File: src/rtl/display_mux_scheduler.sv
// display_mux_scheduler: time-multiplexes NUM_DIGITS common-anode digits onto one
// shared hex decoder. Each enabled digit gets BLANK_CYCLES dark cycles followed by
// DWELL_CYCLES driven cycles. Digit values are snapshotted once per frame so a frame
// never mixes old and new data.
//
// The next-digit/wrap decision is taken on the clock edge that enters a digit's final
// dwell cycle, using digit_en as seen at that edge. This lets frame_done be a
// registered pulse that lines up with the final dwell cycle. The snapshot reload still
// happens on the edge that ends the frame.
module display_mux_scheduler #(
  parameter int NUM_DIGITS   = 2,
  parameter int DWELL_CYCLES = 4,
  parameter int BLANK_CYCLES = 1
) (
  input  logic                    clk,
  input  logic                    reset,
  input  logic                    en,
  input  logic [4*NUM_DIGITS-1:0] digit_data,
  input  logic [NUM_DIGITS-1:0]   digit_en,
  output logic [3:0]              hex_out,
  output logic [NUM_DIGITS-1:0]   disp,
  output logic                    blank,
  output logic                    frame_done
);

  localparam int IDX_W   = (NUM_DIGITS > 1) ? $clog2(NUM_DIGITS) : 1;
  localparam int CNT_MAX = (DWELL_CYCLES > BLANK_CYCLES) ? DWELL_CYCLES : BLANK_CYCLES;
  localparam int CNT_W   = (CNT_MAX > 1) ? $clog2(CNT_MAX) : 1;
  localparam logic [CNT_W-1:0] DWELL_LOAD = CNT_W'(DWELL_CYCLES - 1);
  localparam logic [CNT_W-1:0] BLANK_LOAD = CNT_W'((BLANK_CYCLES > 0) ? BLANK_CYCLES - 1 : 0);
  localparam bit HAS_BLANK = (BLANK_CYCLES > 0);

  typedef enum logic [1:0] {
    ST_IDLE  = 2'd0,
    ST_BLANK = 2'd1,
    ST_SHOW  = 2'd2
  } state_t;

  state_t                  r_state;
  logic [CNT_W-1:0]        r_cnt;
  logic [IDX_W-1:0]        r_idx;
  logic [4*NUM_DIGITS-1:0] r_snap;
  logic [IDX_W-1:0]        r_pendIdx;
  logic                    r_wrap;
  logic                    r_none;
  logic [3:0]              r_hex;
  logic [NUM_DIGITS-1:0]   r_disp;
  logic                    r_blank;
  logic                    r_frameDone;

  state_t                  w_nextState;
  logic [CNT_W-1:0]        w_nextCnt;
  logic [IDX_W-1:0]        w_nextIdx;
  logic [4*NUM_DIGITS-1:0] w_nextSnap;
  logic [IDX_W-1:0]        w_nextPendIdx;
  logic                    w_nextWrap;
  logic                    w_nextNone;
  logic [3:0]              w_nextHex;
  logic [NUM_DIGITS-1:0]   w_nextDisp;
  logic                    w_nextBlank;
  logic                    w_nextFrameDone;
  logic [NUM_DIGITS-1:0]   w_above;

  // Index of the lowest set bit of a mask (0 when the mask is empty).
  function automatic logic [IDX_W-1:0] lowestSet(input logic [NUM_DIGITS-1:0] mask);
    lowestSet = '0;
    for (int i = NUM_DIGITS - 1; i >= 0; i--) begin
      if (mask[i]) lowestSet = IDX_W'(i);
    end
  endfunction

  // State, counters, snapshot and all outputs are registered here.
  always_ff @(posedge clk or negedge reset) begin
    if (!reset) begin
      r_state     <= ST_IDLE;
      r_cnt       <= '0;
      r_idx       <= '0;
      r_snap      <= '0;
      r_pendIdx   <= '0;
      r_wrap      <= 1'b0;
      r_none      <= 1'b0;
      r_hex       <= 4'h0;
      r_disp      <= '0;
      r_blank     <= 1'b1;
      r_frameDone <= 1'b0;
    end else begin
      r_state     <= w_nextState;
      r_cnt       <= w_nextCnt;
      r_idx       <= w_nextIdx;
      r_snap      <= w_nextSnap;
      r_pendIdx   <= w_nextPendIdx;
      r_wrap      <= w_nextWrap;
      r_none      <= w_nextNone;
      r_hex       <= w_nextHex;
      r_disp      <= w_nextDisp;
      r_blank     <= w_nextBlank;
      r_frameDone <= w_nextFrameDone;
    end
  end

  // Next state, slot timing, upcoming-digit decision and the output values for the next cycle.
  always_comb begin
    w_nextState     = r_state;
    w_nextCnt       = r_cnt;
    w_nextIdx       = r_idx;
    w_nextSnap      = r_snap;
    w_nextPendIdx   = r_pendIdx;
    w_nextWrap      = r_wrap;
    w_nextNone      = r_none;
    w_nextFrameDone = 1'b0;
    w_nextDisp      = '0;
    w_nextHex       = r_hex;
    w_nextBlank     = 1'b1;
    w_above         = '0;

    unique case (r_state)
      ST_IDLE: begin
        if (en && (digit_en != '0)) begin
          w_nextSnap = digit_data;
          w_nextIdx  = lowestSet(digit_en);
          if (HAS_BLANK) begin
            w_nextState = ST_BLANK;
            w_nextCnt   = BLANK_LOAD;
          end else begin
            w_nextState = ST_SHOW;
            w_nextCnt   = DWELL_LOAD;
          end
        end
      end
      ST_BLANK: begin
        if (!en) begin
          w_nextState = ST_IDLE;
          w_nextCnt   = '0;
        end else if (r_cnt == '0) begin
          w_nextState = ST_SHOW;
          w_nextCnt   = DWELL_LOAD;
        end else begin
          w_nextCnt = r_cnt - 1'b1;
        end
      end
      ST_SHOW: begin
        if (!en) begin
          w_nextState = ST_IDLE;
          w_nextCnt   = '0;
        end else if (r_cnt != '0) begin
          w_nextCnt = r_cnt - 1'b1;
        end else if (r_none) begin
          w_nextState = ST_IDLE;
        end else begin
          w_nextIdx = r_pendIdx;
          if (r_wrap) w_nextSnap = digit_data;
          if (HAS_BLANK) begin
            w_nextState = ST_BLANK;
            w_nextCnt   = BLANK_LOAD;
          end else begin
            w_nextState = ST_SHOW;
            w_nextCnt   = DWELL_LOAD;
          end
        end
      end
      default: begin
        w_nextState = ST_IDLE;
        w_nextCnt   = '0;
      end
    endcase

    for (int i = 0; i < NUM_DIGITS; i++) begin
      w_above[i] = digit_en[i] && (i > int'(w_nextIdx));
    end

    if ((w_nextState == ST_SHOW) && (w_nextCnt == '0)) begin
      if (w_above != '0) begin
        w_nextPendIdx = lowestSet(w_above);
        w_nextWrap    = 1'b0;
        w_nextNone    = 1'b0;
      end else begin
        w_nextPendIdx   = lowestSet(digit_en);
        w_nextWrap      = 1'b1;
        w_nextNone      = (digit_en == '0);
        w_nextFrameDone = 1'b1;
      end
    end

    if (w_nextState == ST_SHOW) begin
      w_nextDisp[w_nextIdx] = 1'b1;
      w_nextHex             = w_nextSnap[{w_nextIdx, 2'b00} +: 4];
      w_nextBlank           = 1'b0;
    end
  end

  assign hex_out    = r_hex;
  assign disp       = r_disp;
  assign blank      = r_blank;
  assign frame_done = r_frameDone;

endmodule

File: config.mk
export PLATFORM = sky130hd
export DESIGN_NAME = display_mux_scheduler
export DESIGN_NICKNAME = d
export VERILOG_FILES = /design/src/rtl/display_mux_scheduler.sv
export SDC_FILE = /design/constraint.sdc
export NUM_CORES = 1
export LEC_CHECK = 0
export ABC_AREA = 1
export CAP_MARGIN = 40
export CORE_MARGIN = 2
export CORE_UTILIZATION = 32
export CTS_CLUSTER_DIAMETER = 30
export DETAILED_ROUTE_END_ITERATION = 7
export DONT_BUFFER_PORTS = 1
export GPL_TIMING_DRIVEN = 0
export PLACE_DENSITY = 0.56
export SKIP_CTS_REPAIR_TIMING = 1
export SYNTH_ARGS = -nofsm -noshare
export SYNTH_HDL_FRONTEND = slang
export SYNTH_SLANG_ARGS = --single-unit
File: constraint.sdc
create_clock -name clk -period 1.5 [get_ports clk]
set_input_delay 0.375 -clock clk [delete_from_list [all_inputs] [get_ports clk]]
set_output_delay 0.375 -clock clk [all_outputs]
set_load 0.02 [all_outputs]
==> impl_table.tex <==
\begin{tabular}{lr}
\hline
Metric & Value \\
\hline
\multicolumn{2}{l}{\textbf{Synthesis}} \\
\quad Post-Syn Nets & around 160 \\
\quad Count of unique library cells instantiated by Yosys & 21 \\
\quad Ranking of synthesized cells by area & dfrtp\_1 (46\%), nand2\_1 (13\%), nand3\_1 (8.0\%) \\
\quad Share of the synthesized area in the top cell type & a little under half \\
\quad Total number of yosys warnings & 0 \\
\quad Leading area contributor after synthesis & dfrtp\_1 \\
\quad Netlist Area Pre-Place & $\sim$0.0013 mm2 \\
\quad Average cell area after synthesis & $\sim$8.5 um2 \\
\quad Synthesized netlist cell count & roughly 150 \\
\quad Fraction of the yosys area taken by sequential cells & 48.0\% \\
\quad Number of register bits inferred by synthesis & 24 \\
\multicolumn{2}{l}{\textbf{Floorplan}} \\
\quad Die Footprint & about 0.0044 mm2 \\
\quad I/O pins & 21 \\
\quad Starting density of the core & between 30\% and 40\% \\
\quad Site Rows & 22 \\
\quad Core Footprint & around 0.0037 mm2 \\
\quad Chip width & 66.6 um \\
\quad Die height & about 67 um \\
\multicolumn{2}{l}{\textbf{STA}} \\
\quad Unrepaired setup endpoints after global routing & yes \\
\quad Worst path setup slack after routing & -0.153 ns \\
\quad Worst Tran Pin Value & about 0.37 ns \\
\quad Shortest period the worst path allows & about 1.7 ns \\
\quad Clock skew & 0.00603 ns \\
\quad Setup total negative slack & -1.11 ns \\
\quad Final setup violation count & 10 \\
\quad Fmax & approximately 600 MHz \\
\quad Final Cycle Share & 110\% \\
\quad Worst Hold Slack & approximately 0.23 ns \\
\quad Max Transition Viols Final & 0 \\
\quad Count of final hold-check violations & 0 \\
\quad Max-Slew Margin vs Limit & around three quarters \\
\multicolumn{2}{l}{\textbf{Hold path}} \\
\quad Min-delay worst type & in -> reg \\
\multicolumn{2}{l}{\textbf{CTS}} \\
\quad CTS H-tree lvls & 1 \\
\quad Clock tree root driver cell & clkbuf\_8 \\
\quad TritonCTS Buffers & 3 \\
\quad Number of clock sinks & 24 \\
\quad Number of buffers on the longest clock path & 2 \\
\quad Clock latency of the later-clocked register in the worst-skew pair & between 0.2 and 0.3 ns \\
\quad Clock transition at path regs & 0.09 ns \\
\quad Clock tree from TritonCTS & yes \\
\multicolumn{2}{l}{\textbf{Setup path}} \\
\quad Kind of end point of the critical path & flip-flop \\
\quad Worst-path fanout max & 7 \\
\quad Launching instance or port of the critical path & r\_cnt[0]\$\_DFF\_PN0\_ \\
\quad Worst path required time & 1.70 ns \\
\quad Cells along the critical path & inv\_4, ha\_4, nand2\_4, nor2\_4, nand2\_1, nand3\_2, nand3\_4, nor2\_8, nand2\_2, nand3\_2 \\
\quad Type of the setup path with the least slack & reg -> reg \\
\quad Kind of start point of the critical path & flip-flop \\
\quad CP delay by family, top & simple AND/OR/NAND/NOR gates \\
\quad Endpoint of the most critical register-to-register path & hex\_out[0]\$\_DFFE\_PN0N\_ \\
\quad Arrival time reported for the critical path endpoint & about 1.9 ns \\
\quad Slowest CP cell & dfrtp\_2 \\
\quad Termination of the worst setup path & hex\_out[0]\$\_DFFE\_PN0N\_ \\
\quad Worst reg2reg setup slack & -0.15 ns \\
\quad CP most frequent cell & nand3\_2 \\
\quad Reg-to-reg critical path startpoint & r\_cnt[0]\$\_DFF\_PN0\_ \\
\quad Buffer and inverter count on the worst path & 1 \\
\quad Critical path depth in cells & 10 \\
\quad Number of cells on the worst reg-to-reg path & 10 \\
\quad Max stage delay on crit path & roughly 0.44 ns \\
\multicolumn{2}{l}{\textbf{Detailed routing}} \\
\quad Routed len/inst & 13.6 um \\
\quad Final ANT Viol Nets & 0 \\
\quad Detailed router's first-iteration violation count & 20 \\
\quad Vias per Instance & 4.70 \\
\quad Vias & 1011 \\
\quad Drc violations & 0 \\
\quad Wire length reported by the detailed router & roughly 3 mm \\
\quad Router iterations before antenna repair & 4 \\
\multicolumn{2}{l}{\textbf{Final layout}} \\
\quad Fraction of layout cells with a size suffix above 1 & around 47\% \\
\quad Number of diodes added for antenna fixing & 0 \\
\quad Post-synthesis to final-layout area growth & 36.9\% \\
\quad Post-layout nets & $\sim$180 \\
\quad Commonest non-fill, non-tap cell in the layout & nand2\_1 \\
\quad Commonest cells after routing, fill and taps aside & nand2\_1 (32), dfrtp\_1 (22), nand2\_2 (15) \\
\multicolumn{2}{l}{\textbf{Placement}} \\
\quad Final weighted congestion of routability-driven global placement & $\sim$0.78 \\
\quad Number of buffers added on ports & 0 \\
\quad Setup WS pre-CTS & -0.185 ns \\
\quad DPL Wire Length & approximately 1.8 mm \\
\multicolumn{2}{l}{\textbf{Run status}} \\
\quad Outcome & finished with violations \\
\quad Violated checks & setup timing \\
\multicolumn{2}{l}{\textbf{Job}} \\
\quad Max-capacitance violation count & 0 \\
\multicolumn{2}{l}{\textbf{Pwr}} \\
\quad Leakage & around 0.86 nW \\
\quad Design Power & 3.49 mW \\
\quad Power per unit of standard cell area & 2030 mW/mm2 \\
\quad Worst IR drop on VDD & $\sim$0.47 mV \\
\multicolumn{2}{l}{\textbf{Global routing}} \\
\quad First-pass GRT wire length & 4.39 mm \\
\quad Via count of the first global-routing pass & approximately 980 \\
\quad Antenna violations before repair & 0 \\
\quad Residual overflow from global routing & 0 \\
\quad Total Routing Usage GR & 13.3\% \\
\quad Maximum number of pins on one net before global-route repair & 25 \\
\hline
\end{tabular}
synthesized netlist by cell type, drive strengths merged:
cell type and instances:
ha 3, nor2 19, nand4 2, o21ai 2, a21oi 1, nand2 53
buf 1, a31oi 1, nand3 24, dfstp 1, inv 18, dfrtp 23
cell type report:
class | count | area (um2)
Clock buffer | 3 | 41.3
Sequential cell | 24 | 603
Tap cell | 48 | 60.1
Fill cell | 353 | 2000
Clock inverter | 1 | 30.0
Timing Repair Buffer | 15 | 139
Buffer | 1 | 7.51
Multi-Input combinational cell | 105 | 752
Inverter | 18 | 85.1
per-stage QoR:
stage               cell area (um2)  std cells  util [%]
floorplan                      1260        148         -
global placement               1320        196      35.5
detailed placement             1320        196      35.5
CTS                            1390        200      37.4
global route                   1720        215      46.2
finish                         1720        215      46.2
worst min path at each step:
stage	from	end	slack, ns	depth (start not counted)
floorplan	reset	disp[0]$_DFF_PN0_	0.08	0
finish	digit_data[7]	r_snap[7]$_DFF_PN0_	0.23	2
global placement	reset	r_cnt[1]$_DFF_PN0_	0.08	0
detailed placement	reset	r_cnt[0]$_DFF_PN0_	0.08	0
CTS	reset	r_cnt[0]$_DFF_PN0_	-0.21	0
global route	digit_data[7]	r_snap[7]$_DFF_PN0_	0.22	2
sequential cells by signal, indices dropped and copies added, names as in the netlist, 2 cells and up:
signal   count
r_state      2
hex_out      4
disp         2
r_cnt        2
r_snap       8
kinds of logic (layout without fill, tap and decap cells):
group	Yosys count	count (layout)	synth area share (%)
adder cells (fa/ha/maj)	3	3	2.99
buffers and inverters	19	38	6.38
AND/OR/NAND/NOR	98	98	40.7
flip-flops	24	24	48.0
AO/OA/AOI/OAI	4	4	1.99
routing by layer:
layer / share of wire (%) / track usage [%] / vias to the layer above
li1: - / - / 507
met1: 42 / 15.6 / 482
met2: 51 / 22.0 / 16
met3: 3.9 / 3.72 / 6
met4: 2.4 / 6.63 / 0
met5: 0 / 0 / -
power breakdown:
| group | internal [mW] | switching, mW |
|---|---|---|
| clock network | 0.357 | 0.208 |
| registers | 0.926 | 0.292 |
| logic | 0.689 | 1.02 |
| total | 1.97 | 1.52 |
(Power assumes the default switching activity.)
